<file path="src/rtl/psum_feedback_acc_pkg.sv">
// rtl/psum_feedback_acc_pkg.sv - shared widths and saturation constants for the psum feedback accumulator
package psum_feedback_acc_pkg;

  localparam int PSUM_W = 13;
  localparam int SUM_W  = 14;

  localparam logic [PSUM_W-1:0] SAT_POS = 13'h0FFF;
  localparam logic [PSUM_W-1:0] SAT_NEG = 13'h1000;

  localparam logic [1:0] OVF_POS = 2'b01;
  localparam logic [1:0] OVF_NEG = 2'b10;

endpackage

</file>
<file path="src/rtl/psum_feedback_acc_if.sv">
// rtl/psum_feedback_acc_if.sv - sum input stream and finished-result output stream
interface psum_feedback_acc_if;
  import psum_feedback_acc_pkg::*;

  logic [SUM_W-1:0]  sum_in;
  logic              in_valid;
  logic              in_ready;
  logic              out_valid;
  logic              out_ready;
  logic [PSUM_W-1:0] out_data;

  modport master (
    output sum_in, in_valid, out_ready,
    input  in_ready, out_valid, out_data
  );

  modport slave (
    input  sum_in, in_valid, out_ready,
    output in_ready, out_valid, out_data
  );

endinterface

</file>
<file path="src/rtl/psum_feedback_acc_sat.sv">
// rtl/psum_feedback_acc_sat.sv - combinational 14->13 bit saturation of the adder_final sum
module psum_sat
  import psum_feedback_acc_pkg::*;
(
  input  logic [SUM_W-1:0]  sum_i,
  output logic [PSUM_W-1:0] sat_o
);

  always_comb begin
    sat_o = sum_i[PSUM_W-1:0];
    if (sum_i[SUM_W-1:SUM_W-2] == OVF_POS) begin
      sat_o = SAT_POS;
    end else if (sum_i[SUM_W-1:SUM_W-2] == OVF_NEG) begin
      sat_o = SAT_NEG;
    end
  end

endmodule

</file>
<file path="src/rtl/psum_feedback_acc.sv">
// rtl/psum_feedback_acc.sv - saturating feedback register that groups PASSES beats into one result
module psum_feedback_acc
  import psum_feedback_acc_pkg::*;
#(
  parameter int PASSES = 4,
  parameter bit RELU   = 1'b0,
  parameter int CW     = 4
) (
  input  logic              clk,
  input  logic              reset,
  input  logic              flush,
  psum_feedback_acc_if.slave bus,
  output logic [PSUM_W-1:0] pre_output,
  output logic [CW-1:0]     beat_cnt
);

  localparam logic [CW-1:0] LAST_IDX = CW'(PASSES - 1);

  logic [PSUM_W-1:0] pre_q, pre_d;
  logic [CW-1:0]     cnt_q, cnt_d;
  logic              ov_q, ov_d;
  logic [PSUM_W-1:0] od_q, od_d;

  logic [PSUM_W-1:0] sat_val;
  logic [PSUM_W-1:0] res_val;
  logic              beat;
  logic              last_beat;

  psum_sat u_sat (
    .sum_i (bus.sum_in),
    .sat_o (sat_val)
  );

  assign bus.in_ready  = ~ov_q | bus.out_ready;
  assign beat          = bus.in_valid & bus.in_ready & ~flush;
  assign last_beat     = beat & (cnt_q == LAST_IDX);
  assign res_val       = (RELU && sat_val[PSUM_W-1]) ? '0 : sat_val;

  always_comb begin
    pre_d = pre_q;
    cnt_d = cnt_q;
    ov_d  = ov_q;
    od_d  = od_q;

    if (flush) begin
      pre_d = '0;
      cnt_d = '0;
    end else if (last_beat) begin
      pre_d = '0;
      cnt_d = '0;
    end else if (beat) begin
      pre_d = sat_val;
      cnt_d = cnt_q + CW'(1);
    end

    // A new last beat in the handshake cycle refills the output with no bubble.
    if (ov_q && bus.out_ready) begin
      ov_d = 1'b0;
    end
    if (last_beat) begin
      ov_d = 1'b1;
      od_d = res_val;
    end
  end

  always_ff @(posedge clk) begin
    if (reset) begin
      pre_q <= '0;
      cnt_q <= '0;
      ov_q  <= 1'b0;
      od_q  <= '0;
    end else begin
      pre_q <= pre_d;
      cnt_q <= cnt_d;
      ov_q  <= ov_d;
      od_q  <= od_d;
    end
  end

  assign pre_output    = pre_q;
  assign beat_cnt      = cnt_q;
  assign bus.out_valid = ov_q;
  assign bus.out_data  = od_q;

endmodule

</file>
<file path="src/flat_wrapper.sv">
// flat-port wrapper written by rule: the top's interface ports become plain ports
module psum_feedback_acc_flat import psum_feedback_acc_pkg::*;
#(
  parameter int PASSES = 4,
  parameter bit RELU   = 1'b0,
  parameter int CW     = 4
)
  (clk, reset, flush, pre_output, beat_cnt, bus_sum_in, bus_in_valid, bus_out_ready, bus_in_ready, bus_out_valid, bus_out_data);
  psum_feedback_acc_if bus_i ();
  input  logic clk;
  input  logic reset;
  input  logic flush;
  output logic [PSUM_W-1:0] pre_output;
  output logic [CW-1:0] beat_cnt;
  input wire logic [$bits(bus_i.sum_in)-1:0] bus_sum_in;
  input wire logic [$bits(bus_i.in_valid)-1:0] bus_in_valid;
  input wire logic [$bits(bus_i.out_ready)-1:0] bus_out_ready;
  output wire logic [$bits(bus_i.in_ready)-1:0] bus_in_ready;
  output wire logic [$bits(bus_i.out_valid)-1:0] bus_out_valid;
  output wire logic [$bits(bus_i.out_data)-1:0] bus_out_data;
  assign bus_i.sum_in = bus_sum_in;
  assign bus_i.in_valid = bus_in_valid;
  assign bus_i.out_ready = bus_out_ready;
  assign bus_in_ready = bus_i.in_ready;
  assign bus_out_valid = bus_i.out_valid;
  assign bus_out_data = bus_i.out_data;
  psum_feedback_acc #(.PASSES(PASSES), .RELU(RELU), .CW(CW)) u_core (.clk(clk), .reset(reset), .flush(flush), .bus(bus_i), .pre_output(pre_output), .beat_cnt(beat_cnt));
endmodule
</file>
<file path="config.mk">
export PLATFORM = sky130hd
export DESIGN_NAME = psum_feedback_acc_flat
export DESIGN_NICKNAME = d
export VERILOG_FILES = /design/src/rtl/psum_feedback_acc_pkg.sv /design/src/rtl/psum_feedback_acc_if.sv /design/src/rtl/psum_feedback_acc_sat.sv /design/src/rtl/psum_feedback_acc.sv /design/src/flat_wrapper.sv
export SDC_FILE = /design/constraint.sdc
export NUM_CORES = 1
export LEC_CHECK = 0
export BUFFER_PORTS_ARGS = -buffer_cell sky130_fd_sc_hd__buf_4
export CAP_MARGIN = 20
export CORE_AREA = 4 4 62 64
export CTS_CLUSTER_DIAMETER = 30
export DETAILED_ROUTE_END_ITERATION = 8
export DIE_AREA = 0 0 66 68
export PLACE_DENSITY = 0.66
export REMOVE_ABC_BUFFERS = 1
export SYNTH_ARGS = -nofsm -noshare
export SYNTH_HDL_FRONTEND = slang
export SYNTH_SLANG_ARGS = --single-unit
</file>
<file path="constraint.sdc">
create_clock -name clk -period 1.7 [get_ports clk]
set_input_delay 0.17 -clock clk [delete_from_list [all_inputs] [get_ports clk]]
set_output_delay 0.17 -clock clk [all_outputs]
set_load 0.02 [all_outputs]
</file>
=== Word-level counts from Yosys, hierarchy flattened ===
Cells that the tools add are included.

* Reduce and logical (&&, ||, !) cells: 3
* Mux-type cells: 4
* Add/subtract/negate cells: 1
* Bitwise logic cells: 6
* Equal/unequal tests: 3

{| class="wikitable"
|+ Operators with widths
! operator !! count
|-
| two-way mux 13 bit || 2
|-
| adder 4 x 1 -> 4 bit (second input constant) || 1
|-
| == test 4 x 2 -> 1 bit (second input constant) || 1
|-
| bitwise AND 1 bit || 3
|-
| OR reduction 3 bit || 1
|-
| == test 2 x 1 -> 1 bit (second input constant) || 1
|-
| == test 2 bit (second input constant) || 1
|-
| two-way mux 1 bit || 2
|-
| NOT 1 bit || 2
|-
| nonzero test 2 bit || 1
|-
| logical AND 1 bit || 1
|-
| bitwise OR 1 bit || 1
|}

* Output and inout bits: 32
* Flip-flop bits (word level): 31

=== Depth between registers and ports, before layout ===
* Depth in word-level cells: 6
* Depth in mapped cells: 6
* Mapped depth without buffers: 5

=== By module ===
From an unflattened synthesis, not the netlist that was laid out.

* Cell total of the unflattened synthesis: 161
* Area, all modules: 1,475.2 sq um

{| class="wikitable"
|+ Modules (own cells, without submodules)
! module !! cells an instance !! times used !! area each (sq um)
|-
| psum_feedback_acc || 145 || 1 || 1,316.3
|-
| psum_sat || 16 || 1 || 158.9
|}

=== Least setup slack after synthesis ===
OpenSTA, ideal clock, no wires.

* Kind: register -> register
* Start point: register u_core.cnt_q[0] (netlist: u_core.beat_cnt[0])
* End point: register u_core.od_q[10] (netlist: u_core.bus.out_data[10])
* Period minus slack after synthesis: 1.531 ns
* Stages on the path, launching flop included: 7
* Path buffers: 1
* Slack: 0.169 ns
* Setup time: 0.128 ns
* Arrival time: 1.404 ns
* Cell sequence: dfxtp_1 > ha_1 > nor3b_4 > nand3_4 > buf_6 > mux2i_1 > nor2_1

* Longest elaborated chain between the ends: 2

{| class="wikitable"
|+ RTL lines
! what !! line !! source
|-
| from (decl) || psum_feedback_acc.sv:20 || <nowiki>logic [CW-1:0] cnt_q, cnt_d;</nowiki>
|-
| from (signal assigned) || psum_feedback_acc.sv:74 || <nowiki>cnt_q <= cnt_d;</nowiki>
|-
| == test 4 x 2 -> 1 bit || psum_feedback_acc.sv:36 || <nowiki>assign last_beat = beat & (cnt_q == LAST_IDX);</nowiki>
|-
| bitwise AND 1 bit || psum_feedback_acc.sv:36 ||
|-
| to (signal assigned) || psum_feedback_acc.sv:71 || <nowiki>od_q <= '0;</nowiki>
|-
| to (signal assigned) || psum_feedback_acc.sv:76 || <nowiki>od_q <= od_d;</nowiki>
|-
| to (decl) || psum_feedback_acc.sv:22 || <nowiki>logic [PSUM_W-1:0] od_q, od_d;</nowiki>
|}

Every way passes these cells.
A chain may end at the register's enable or synchronous reset.

=== Worst setup path in the final report ===
* Start point: register u_core.cnt_q[0] (netlist: u_core.beat_cnt[0])
* End point: register u_core.pre_q[4] (netlist: u_core.pre_output[4])

* Longest elaborated chain between the ends: 3

{| class="wikitable"
|+ RTL lines
! what !! line !! source
|-
| == test 4 x 2 -> 1 bit || psum_feedback_acc.sv:36 ||
|-
| bitwise AND 1 bit || psum_feedback_acc.sv:36 ||
|-
| OR reduction 3 bit (no source line) || -- ||
|-
| to (signal assigned) || psum_feedback_acc.sv:73 || <nowiki>pre_q <= pre_d;</nowiki>
|-
| to (decl) || psum_feedback_acc.sv:19 || <nowiki>logic [PSUM_W-1:0] pre_q, pre_d;</nowiki>
|}

Every way passes these cells.

==> out/metrics.cfg <==
[run_status]
status=completed

[clock_network]
cts_tree=yes
clk_pin_slew_ns=0.10
clock_latency_ns=0.33
root_buffer=clkbuf_4
cts.sinks=31
cts_setup_buffers=0
clock_path_buffers=2
numCtsBuffers=5
htreeDepth=2

[placed_design]
placedCellCount=219
dpl_cell_area_mm2=0.00168
place_hpwl_mm=2.29
gp_congestion=0.756
numPortBuffers=50

[layout]
nets=200
drive_gt1_share_pct=37.0
fin_util_pct=53.9
stdcell_area_mm2=0.00177
syn_to_final_growth_pct=39.9
antenna_cells=0
final_cells=227

[pwr]
netSwitchingFraction_pct=23.2
ir_drop_mv=0.571
switchingPower_uw=348
power_density_mw_per_mm2=848
clkPwrFrac_pct=40.7
p_leak_uw=0.000908
p_int_uw=1150
seqPwrFrac_pct=49.3
power.share.combinational_pct=10.0

[synth]
seq_area_frac_synth_pct=49.1
synth.distinct_cells=24
ys_warn_count=0
syn_avg_cell_area_um2=9.88
synth_seq_cells=31
synthCells=128
synth_area_mm2=0.00126

[routing]
drc=0
viasPerCell=4.92
wl_met2_mm=1.57
wl_per_cell_um=14.6
vias=1117
wl_mm=3.31
drt_first_pass_iters=4
drt_iter0_drc=72
wl_met3_um=231
wl_met1_mm=1.47
drtAntennaViolNets=0
highest_layer=met4

[critical_path]
slowest_stage=nor3_4
crit_buf_inv=0
crit_required_ns=1.97
crit_fanout=15
cp-end-kind=flop
cp_data_arrival_time_ns=1.87
r2r_setup_slack_ns=0.10
cp-start-kind=flop
crit_chain=ha_1, nor3b_4, nor3_4, a22oi_1, nor2_1
crit_family=simple AND/OR/NAND/NOR gates
path_class=reg -> reg
crit_path_max_incr_delay_ns=0.53

[global_route]
grt_use_total_pct=15.9
grt-ovfl-total=0
grt_antenna_before_repair=0
grt_max_degree=18
grt_pass1_vias=1140
grt_first_pass_wirelength_mm=5.28

[sta]
rsz0062_at_grt=false
fin_worst_skew_ns=0.00428
period_minus_slack_ns=1.60
finalSetupViolations=0
tns_ns=0
slew_headroom_pct=54.8
fin_crit_sh_pct=94.1
finalHoldViolations=0
drv_slew=0
worst_slew_pin_slew_ns=0.675
fmaxAchievable_mhz=625

[floorplanning]
core_area_mm2=0.00328
ioPinCount=51
core.rowCount=21
die_h_um=68
die-area_mm2=0.00449
die_w_um=66
start_util_pct=38.5

[min_path]
hold_path_class=in -> reg

[flow_run]
drv_cap=0

-- layout make-up --
cell class / count / area, um2
Clock inverter: 2 / 35.0
Multi-Input combinational cell: 88 / 603
Timing Repair Buffer: 53 / 398
Sequential cell: 31 / 621
Fill cell: 312 / 1520
Inverter: 1 / 3.75
Clock buffer: 6 / 51.3
Tap cell: 46 / 57.6
-- cells in the mapped netlist, drive strengths merged --
cell type / n / share of area [%]
buf: 4 / 2.3
mux2i: 15 / 12
nand2b: 2 / 0.99
nor3b: 1 / 1.5
a22oi: 14 / 8.3
and2b: 1 / 0.59
xnor2: 1 / 0.69
inv: 1 / 0.30
a21oi: 1 / 0.40
or2: 1 / 0.49
ha: 1 / 0.99
nor3: 2 / 1.2
nor2b: 3 / 1.7
clkbuf: 4 / 1.2
nand3: 3 / 2.2
a21o: 12 / 7.1
nand2: 1 / 0.30
dfxtp: 31 / 49
nor2: 30 / 8.9
-- kinds of logic (layout without fill, tap and decap cells) --
group | Yosys count | in the layout | synth area share (%)
simple gates | 44 | 44 | 17.8
mux | 15 | 15 | 11.9
xor+xnor | 1 | 1 | 0.693
buf+inv | 9 | 62 | 3.76
compound gates | 27 | 27 | 15.8
flops | 31 | 31 | 49.1
fa+ha+maj | 1 | 1 | 0.989
-- power groups by stage --
stage                     logic [uW]  registers, uW  clock network (uW)
final                            150            740                 610
after global routing             166            741                 671
after CTS                        150            740                 624
after detailed placement         148            756                   0
after global placement           145            756                   0
after floorplan                 64.3            766                   0
-- per-layer routing --
metal,track usage (%),vias to the layer above
met5,0,-
met4,5.58,0
met3,6.57,6
met2,26.2,36
met1,18.7,528
li1,-,547
-- cell usage in the layout, fill, tap and decap left out, drive strengths merged --
| master | instances |
|---|---|
| a21o | 12 |
| nor2 | 30 |
| xnor2 | 1 |
| a21oi | 1 |
| nand2 | 1 |
| nand2b | 2 |
| clkinv | 1 |
| nor3b | 1 |
| bufinv | 1 |
| buf | 53 |
| inv | 1 |
| mux2i | 15 |
| a22oi | 14 |
| ha | 1 |
| nor3 | 2 |
| clkbuf | 6 |
| dfxtp | 31 |
| or2 | 1 |
| nor2b | 3 |
| nand3 | 3 |
| and2b | 1 |
-- registers in the layout, indices dropped and copies added, names as in the netlist --
signal	flops
u_core.beat_cnt	4
u_core.bus.out_data	13
u_core.bus.out_valid	1
u_core.pre_output	13
-- repair_timing --
action,4_1_cts,5_1_grt
endpoints found under the setup margin,15,0
gates resized for setup,1,0
hold buffers,0,0
-- metrics by stage --
step / hold slack [ns] / total power, uW / setup WS, ns
after floorplan: 0.239 / 830 / 0.138
after global placement: 0.436 / 901 / 0.0408
after global routing: 0.113 / 1580 / 0.0119
after detailed placement: 0.463 / 904 / -0.0708
final: 0.111 / 1500 / 0.101
after CTS: 0.0912 / 1510 / 0.150
-- worst paths after layout --
path                          startpoint                     end  cells after the start
hold reg to reg   u_core.bus.out_data[9]  u_core.bus.out_data[9]                      2
setup / recovery      u_core.beat_cnt[0]    u_core.pre_output[4]                      5
setup reg to reg      u_core.beat_cnt[0]    u_core.pre_output[4]                      5
hold / removal            bus_sum_in[13]   u_core.pre_output[12]                      3
-- worst min-delay path: stages --
cell	delay, ns
buf_4	0.11
a22oi_1	0.06
nor2_1	0.07
(Power assumes the default switching activity.)
